===== src/rtl/cp0_reg_pkg.sv =====
// CP0 shared definitions: register numbers, exception codes, ExcCode values,
// reset constants and the exception-type decoder used by cp0_reg.
package cp0_reg_pkg;

  localparam logic [4:0] CP0_REG_COUNT   = 5'd9;
  localparam logic [4:0] CP0_REG_COMPARE = 5'd11;
  localparam logic [4:0] CP0_REG_STATUS  = 5'd12;
  localparam logic [4:0] CP0_REG_CAUSE   = 5'd13;
  localparam logic [4:0] CP0_REG_EPC     = 5'd14;
  localparam logic [4:0] CP0_REG_PRID    = 5'd15;
  localparam logic [4:0] CP0_REG_CONFIG  = 5'd16;

  localparam logic [31:0] EXC_INT     = 32'h0000_0001;
  localparam logic [31:0] EXC_SYSCALL = 32'h0000_0008;
  localparam logic [31:0] EXC_RI      = 32'h0000_000a;
  localparam logic [31:0] EXC_OV      = 32'h0000_000c;
  localparam logic [31:0] EXC_TRAP    = 32'h0000_000d;
  localparam logic [31:0] EXC_ERET    = 32'h0000_000e;

  localparam logic [4:0] EXCCODE_INT = 5'd0;
  localparam logic [4:0] EXCCODE_SYS = 5'd8;
  localparam logic [4:0] EXCCODE_RI  = 5'd10;
  localparam logic [4:0] EXCCODE_OV  = 5'd12;
  localparam logic [4:0] EXCCODE_TR  = 5'd13;

  localparam logic [31:0] STATUS_RST = 32'h1000_0000;
  localparam logic [31:0] CONFIG_VAL = 32'h0000_8000;
  localparam logic [31:0] PRID_VAL   = 32'h004c_0102;

  // Cause bits software may write: IP[1:0], IV, WP
  localparam logic [31:0] CAUSE_WMASK = 32'h00c0_0300;

  typedef struct packed {
    logic       take;
    logic       is_int;
    logic       eret;
    logic [4:0] code;
  } exc_dec_t;

  function automatic exc_dec_t exc_decode(input logic [31:0] t);
    exc_dec_t d;
    d = '0;
    case (t)
      EXC_INT: begin
        d.take   = 1'b1;
        d.is_int = 1'b1;
        d.code   = EXCCODE_INT;
      end
      EXC_SYSCALL: begin
        d.take = 1'b1;
        d.code = EXCCODE_SYS;
      end
      EXC_RI: begin
        d.take = 1'b1;
        d.code = EXCCODE_RI;
      end
      EXC_OV: begin
        d.take = 1'b1;
        d.code = EXCCODE_OV;
      end
      EXC_TRAP: begin
        d.take = 1'b1;
        d.code = EXCCODE_TR;
      end
      EXC_ERET: d.eret = 1'b1;
      default: d = '0;
    endcase
    return d;
  endfunction

endpackage


===== src/rtl/cp0_timer.sv =====
// CP0 Count/Compare timer with sticky timer interrupt.
// Ports: clk, rst_n, mtc0 write (we_i/waddr_i/data_i), count_o, compare_o, timer_int_o.
module cp0_timer
  import cp0_reg_pkg::*;
(
  input  logic        clk,
  input  logic        rst_n,
  input  logic        we_i,
  input  logic [4:0]  waddr_i,
  input  logic [31:0] data_i,
  output logic [31:0] count_o,
  output logic [31:0] compare_o,
  output logic        timer_int_o
);

  logic [31:0] count_q, count_d;
  logic [31:0] compare_q, compare_d;
  logic        timer_int_q, timer_int_d;

  always_comb begin
    count_d     = count_q + 32'd1;
    compare_d   = compare_q;
    timer_int_d = timer_int_q;
    if (compare_q != '0 && count_q == compare_q)
      timer_int_d = 1'b1;
    if (we_i) begin
      unique case (1'b1)
        waddr_i == CP0_REG_COUNT: count_d = data_i;
        waddr_i == CP0_REG_COMPARE: begin
          compare_d   = data_i;
          // rewriting Compare acknowledges the interrupt
          timer_int_d = 1'b0;
        end
        default: ;
      endcase
    end
  end

  always_ff @(posedge clk) begin
    if (!rst_n) begin
      count_q     <= '0;
      compare_q   <= '0;
      timer_int_q <= 1'b0;
    end else begin
      count_q     <= count_d;
      compare_q   <= compare_d;
      timer_int_q <= timer_int_d;
    end
  end

  assign count_o     = count_q;
  assign compare_o   = compare_q;
  assign timer_int_o = timer_int_q;

endmodule


===== src/rtl/cp0_reg.sv =====
// CP0 register file: Status/Cause/EPC, exception entry/eret, mfc0 read port.
// Ports: clk, rst_n, mtc0 write, mfc0 read, int_i, mem-stage exception info, register outputs.
module cp0_reg
  import cp0_reg_pkg::*;
(
  input  logic        clk,
  input  logic        rst_n,
  input  logic        we_i,
  input  logic [4:0]  waddr_i,
  input  logic [31:0] data_i,
  input  logic [4:0]  raddr_i,
  input  logic [5:0]  int_i,
  input  logic [31:0] excep_type_i,
  input  logic [31:0] curr_inst_addr_i,
  input  logic        is_in_delayslot_i,
  output logic [31:0] data_o,
  output logic [31:0] count_o,
  output logic [31:0] compare_o,
  output logic [31:0] status_o,
  output logic [31:0] cause_o,
  output logic [31:0] epc_o,
  output logic [31:0] config_o,
  output logic [31:0] prid_o,
  output logic        timer_int_o
);

  logic [31:0] status_q, status_d;
  logic [31:0] cause_q, cause_d;
  logic [31:0] epc_q, epc_d;
  exc_dec_t    exc;

  cp0_timer u_timer (
    .clk         (clk),
    .rst_n       (rst_n),
    .we_i        (we_i),
    .waddr_i     (waddr_i),
    .data_i      (data_i),
    .count_o     (count_o),
    .compare_o   (compare_o),
    .timer_int_o (timer_int_o)
  );

  assign exc = exc_decode(excep_type_i);

  // mtc0 first, then the exception overlays only the fields it owns
  always_comb begin
    status_d = status_q;
    cause_d  = cause_q;
    epc_d    = epc_q;
    if (we_i) begin
      unique case (1'b1)
        waddr_i == CP0_REG_STATUS: status_d = data_i;
        waddr_i == CP0_REG_CAUSE:
          cause_d = (cause_q & ~CAUSE_WMASK) | (data_i & CAUSE_WMASK);
        waddr_i == CP0_REG_EPC: epc_d = data_i;
        default: ;
      endcase
    end
    cause_d[15:10] = int_i;
    if (exc.take) begin
      status_d[1]   = 1'b1;
      cause_d[6:2]  = exc.code;
      // nested non-interrupt exceptions keep the original EPC/BD
      if (exc.is_int || !status_q[1]) begin
        epc_d       = is_in_delayslot_i ? curr_inst_addr_i - 32'd4
                                        : curr_inst_addr_i;
        cause_d[31] = is_in_delayslot_i;
      end
    end else if (exc.eret) begin
      status_d[1] = 1'b0;
    end
  end

  always_ff @(posedge clk) begin
    if (!rst_n) begin
      status_q <= STATUS_RST;
      cause_q  <= '0;
      epc_q    <= '0;
    end else begin
      status_q <= status_d;
      cause_q  <= cause_d;
      epc_q    <= epc_d;
    end
  end

  always_comb begin
    data_o = '0;
    if (rst_n) begin
      unique case (1'b1)
        raddr_i == CP0_REG_COUNT:   data_o = count_o;
        raddr_i == CP0_REG_COMPARE: data_o = compare_o;
        raddr_i == CP0_REG_STATUS:  data_o = status_q;
        raddr_i == CP0_REG_CAUSE:   data_o = cause_q;
        raddr_i == CP0_REG_EPC:     data_o = epc_q;
        raddr_i == CP0_REG_PRID:    data_o = PRID_VAL;
        raddr_i == CP0_REG_CONFIG:  data_o = CONFIG_VAL;
        default: data_o = '0;
      endcase
    end
  end

  assign status_o = status_q;
  assign cause_o  = cause_q;
  assign epc_o    = epc_q;
  assign config_o = CONFIG_VAL;
  assign prid_o   = PRID_VAL;

endmodule


===== config.mk =====
export PLATFORM = sky130hd
export DESIGN_NAME = cp0_reg
export DESIGN_NICKNAME = d
export VERILOG_FILES = /design/src/rtl/cp0_reg_pkg.sv /design/src/rtl/cp0_timer.sv /design/src/rtl/cp0_reg.sv
export SDC_FILE = /design/constraint.sdc
export NUM_CORES = 1
export LEC_CHECK = 0
export BUFFER_PORTS_ARGS = -buffer_cell sky130_fd_sc_hd__buf_2
export CORE_AREA = 4 4 142 144
export DETAILED_ROUTE_END_ITERATION = 7
export DIE_AREA = 0 0 146 148
export PLACE_DENSITY = 0.79
export SYNTH_ARGS = -nofsm -noshare
export SYNTH_HDL_FRONTEND = slang
export SYNTH_SLANG_ARGS = --single-unit
export TNS_END_PERCENT = 5

===== constraint.sdc =====
create_clock -name clk -period 2.2 [get_ports clk]
set_input_delay 0.22 -clock clk [delete_from_list [all_inputs] [get_ports clk]]
set_output_delay 0.22 -clock clk [all_outputs]
set_load 0.01 [all_outputs]

==> out/qor.csv <==
stage,metric,value,unit
status,status,completed,
global_routing,first-pass GRT wire length,50000,µm
timing,max-slew violation count,0,
timing,Period minus WS final,2060,ps
worst_setup_path,worst setup path class,in2out,
worst_setup_path,"Arr. time, crit path",1840,ps
timing,clk_skew,9.28,ps
placement,Cells after DPL,1581,
floorplan,Die ar.,21600,µm²
global_routing,number of global-route vias before repair,8274,
timing,Worst Tran Pin Value,608,ps
logic_synthesis,"Seq/Total Area, Yosys",33.7,%
routing,Post-Route WL,34000,µm
clocking,clk buf depth,2,
logic_synthesis,xor-xnor portion of the synthesized cell area,8.90,%
logic_synthesis,main combinational cell family by area after synthesis,simple AND/OR/NAND/NOR gates,
logic_synthesis,"Primary FF master, synth",dfxtp_1,
worst_setup_path,crit path cell chain,buf_2 > nor2b_1 > nand2_1 > nor3b_2 > buf_4 > a22oi_1 > a31oi_1 > buf_2,
finish,nets@finish,1488,
routing,DRT antenna net count,0,
routing,vias,9227,
clocking,CTS H-tree lvls,4,
timing,period utilization,93.5,%
timing,RSZ-0062 raised after global routing,no,
global_routing,GR Overflow Total,0,
timing,slack of the critical path,142,ps
worst_setup_path,Crit Path Max Fanout,15,
logic_synthesis,synth unique cells,60,
timing,Slew HR,59.5,%
worst_setup_path,crit-path max cell delay,340,ps
finish,share of layout cells above drive strength 1,28.6,%
worst_hold_path,HP Class,in2reg,
logic_synthesis,#FFs+latches synth,144,
routing,DR WL/cell,21.0,µm
placement,GP Congestion,0.967,
worst_setup_path,Critical Path RT,1980,ps
global_routing,gr usage total,29.5,%
finish,post-route insts no fill,1618,
placement,# port buffers,291,
power,Max IR drop VDD,0.000556,V
logic_synthesis,multiplexer share of the synthesized area,4.68,%
logic_synthesis,Post-synth ARST share,0,%
power,LEAKAGE,4.95,nW
floorplan,initial core utilization,45.8,%
floorplan,Die W,146,µm
global_routing,initial antenna violation count,1,
clocking,CTS root buffer,clkbuf_16,
clocking,Post CTS Setup Buffer Count,0,
clocking,"Clk pin slew, worst setup/hold paths",60,ps
floorplan,core box area,18700,µm²
timing,FMAX,486,MHz
timing,setup TNS,0,ps
job,max_cap viols,0,
floorplan,io pins,373,
logic_synthesis,Synth Area in Adders,0.292,%
worst_setup_path,cell mode on critical path,buf_2,
placement,hpwl dp,26500,µm
power,Final Total Pwr,6.73,mW
finish,Layout area overhead,27.9,%
floorplan,die height,148,µm
logic_synthesis,Avg Synthesized Cell Area,7.96,µm²
logic_synthesis,simple-gate area share of the yosys netlist,21.7,%
routing,drt first pass iters,6,
logic_synthesis,compound-gate portion of the synthesized area,19.8,%
clocking,CTS Sinks,144,
logic_synthesis,Post-Syn Area,8560,µm²
placement,dpl ws,77.9,ps
worst_setup_path,Setup crit end kind,primary output,
power,PwrDens,614,nW/µm²
routing,Iteration-0 DRC Markers,1171,
floorplan,# rows,50,
global_routing,pin count of the biggest net entering global routing,65,
logic_synthesis,Ys Warns,0,
logic_synthesis,Mapped Cells,1076,
worst_setup_path,"Slowest-stage cell, CP",a31oi_1,
routing,Vias/cell,5.70,
routing,Remaining DRCs,0,
worst_setup_path,startpoint types,input port,
finish,Final Util,58.6,%
timing,final setup fails,0,
clocking,later-pin clock latency in the skew report,430,ps
logic_synthesis,number of flops mapped to enable cells by yosys,0,
clocking,CTS buffer count,17,
clocking,CTS tree,done,
timing,Final Hold Vio Count,0,
==> power by group <==
group / internal, mW / total, mW / switching [mW] / leakage (nW)
Clock: 2.19 / 3.37 / 1.18 / 0.322
Combinational: 0.236 / 0.668 / 0.432 / 3.46
Sequential: 2.64 / 2.69 / 0.0478 / 1.16
==> cell families (layout without fill, tap and decap cells) <==
group                      Yosys count  in the layout
AOI/OAI and AO/OA                  262            262
xor gates and xnor gates            87             87
adders and majority gates            2              2
buffers and inverters              162            390
DFF                                144            144
muxes                               40             40
other                                2             82
and+or+nand+nor                    377            377
==> through the flow <==
stage                     area (µm²)  hold slack [ps]
final                          11000             14.0
after global routing           11000             23.8
after CTS                      10900             2.32
after detailed placement       10200              434
after global placement         10200              426
after floorplan                 8860              344
==> placed cells by master (no fill, tap or decap), types with 3 or more instances in the layout <==
cell type	count
nor2_1	41
nand2b_1	4
a221oi_1	6
o211a_1	21
or3_1	4
o311a_1	3
nor4b_1	3
buf_12	5
nand2_1	182
nand3_1	21
a21oi_1	108
inv_1	5
nor3b_2	3
nand4b_1	4
xor2_1	54
conb_1	81
and3_1	6
or4_1	6
clkinvlp_4	4
dlygate4sd3_1	4
nor4_1	28
xnor2_1	33
nor3_1	15
buf_2	291
a22oi_1	53
and2_1	10
o21ai_0	28
nor4_2	3
bufinv_16	6
mux2i_1	40
dfxtp_1	144
a31oi_1	11
nor2b_1	5
nand4_1	24
a211oi_1	19
clkbuf_16	17
o31a_1	3
buf_4	52
==> cells in the mapped netlist, drive strengths merged, types with 10 or more instances <==
library cell,n,share of area (%)
clkbuf,60,2.6
nor2,41,1.8
a21oi,108,6.3
mux2i,40,4.7
o211a,21,2.5
and2,10,0.73
xor2,54,5.5
o21ai,28,1.6
a211oi,19,1.7
nand3,21,1.2
nor3,18,1.2
buf,96,7.9
dfxtp,144,34
a22oi,53,4.6
xnor2,33,3.4
nor4,32,2.7
a31oi,12,0.88
nand2,183,8.1
nand4,24,1.8
==> area by class of cell <==
cell class / instances / area (µm²)
multi-input combinational: 849 / 5080
clock buffer: 19 / 453
sequential: 144 / 2880
inverter: 6 / 22.5
antenna: 1 / 2.50
timing repair buffer: 352 / 1990
fill: 1708 / 7750
clock inverter: 13 / 233
tap: 234 / 293
==> metal layers <==
| layer | GRT usage, % | vias to the layer above | wire [µm] |
|---|---|---|---|
| met5 | 0 | - | 0 |
| li1 | - | 4283 | - |
| met4 | 11.0 | 0 | 1120 |
| met3 | 6.65 | 76 | 3330 |
| met2 | 45.3 | 578 | 15400 |
| met1 | 40.6 | 4290 | 14100 |
==> path summary, 6_finish.rpt <==
check,slack (ps),to,start,cells after the start
worst min-delay path,10,cause_o[15]$_SDFF_PN0_,int_i[5],2
worst max register to register,320,u_timer.count_o[26]$_SDFF_PN0_,u_timer.count_o[1]$_SDFF_PN0_,7
worst max-delay path,140,data_o[31],raddr_i[4],8
worst min register to register,470,status_o[22]$_SDFFE_PN0P_,status_o[22]$_SDFFE_PN0P_,2
==> registers in the layout (all words and copies together) (netlist names) <==
register / cells
cause_o: 15
epc_o: 32
status_o: 32
u_timer.compare_o: 32
u_timer.count_o: 32
u_timer.timer_int_o: 1
==> timing repair <==
item | in CTS | in global routing
endpoints found under the setup margin | 0 | 1
endpoints found under the hold margin | 4 | 0
hold buffers | 4 | 0
resized for setup | 0 | 1
==> worst max-delay path, delay by kind of cell <==
kind / cells / cell delay [ps]
AOI/OAI and AO/OA: 2 / 430
buffers and inverters: 3 / 570
and+or+nand+nor: 3 / 610
(Power assumes the default switching activity.)
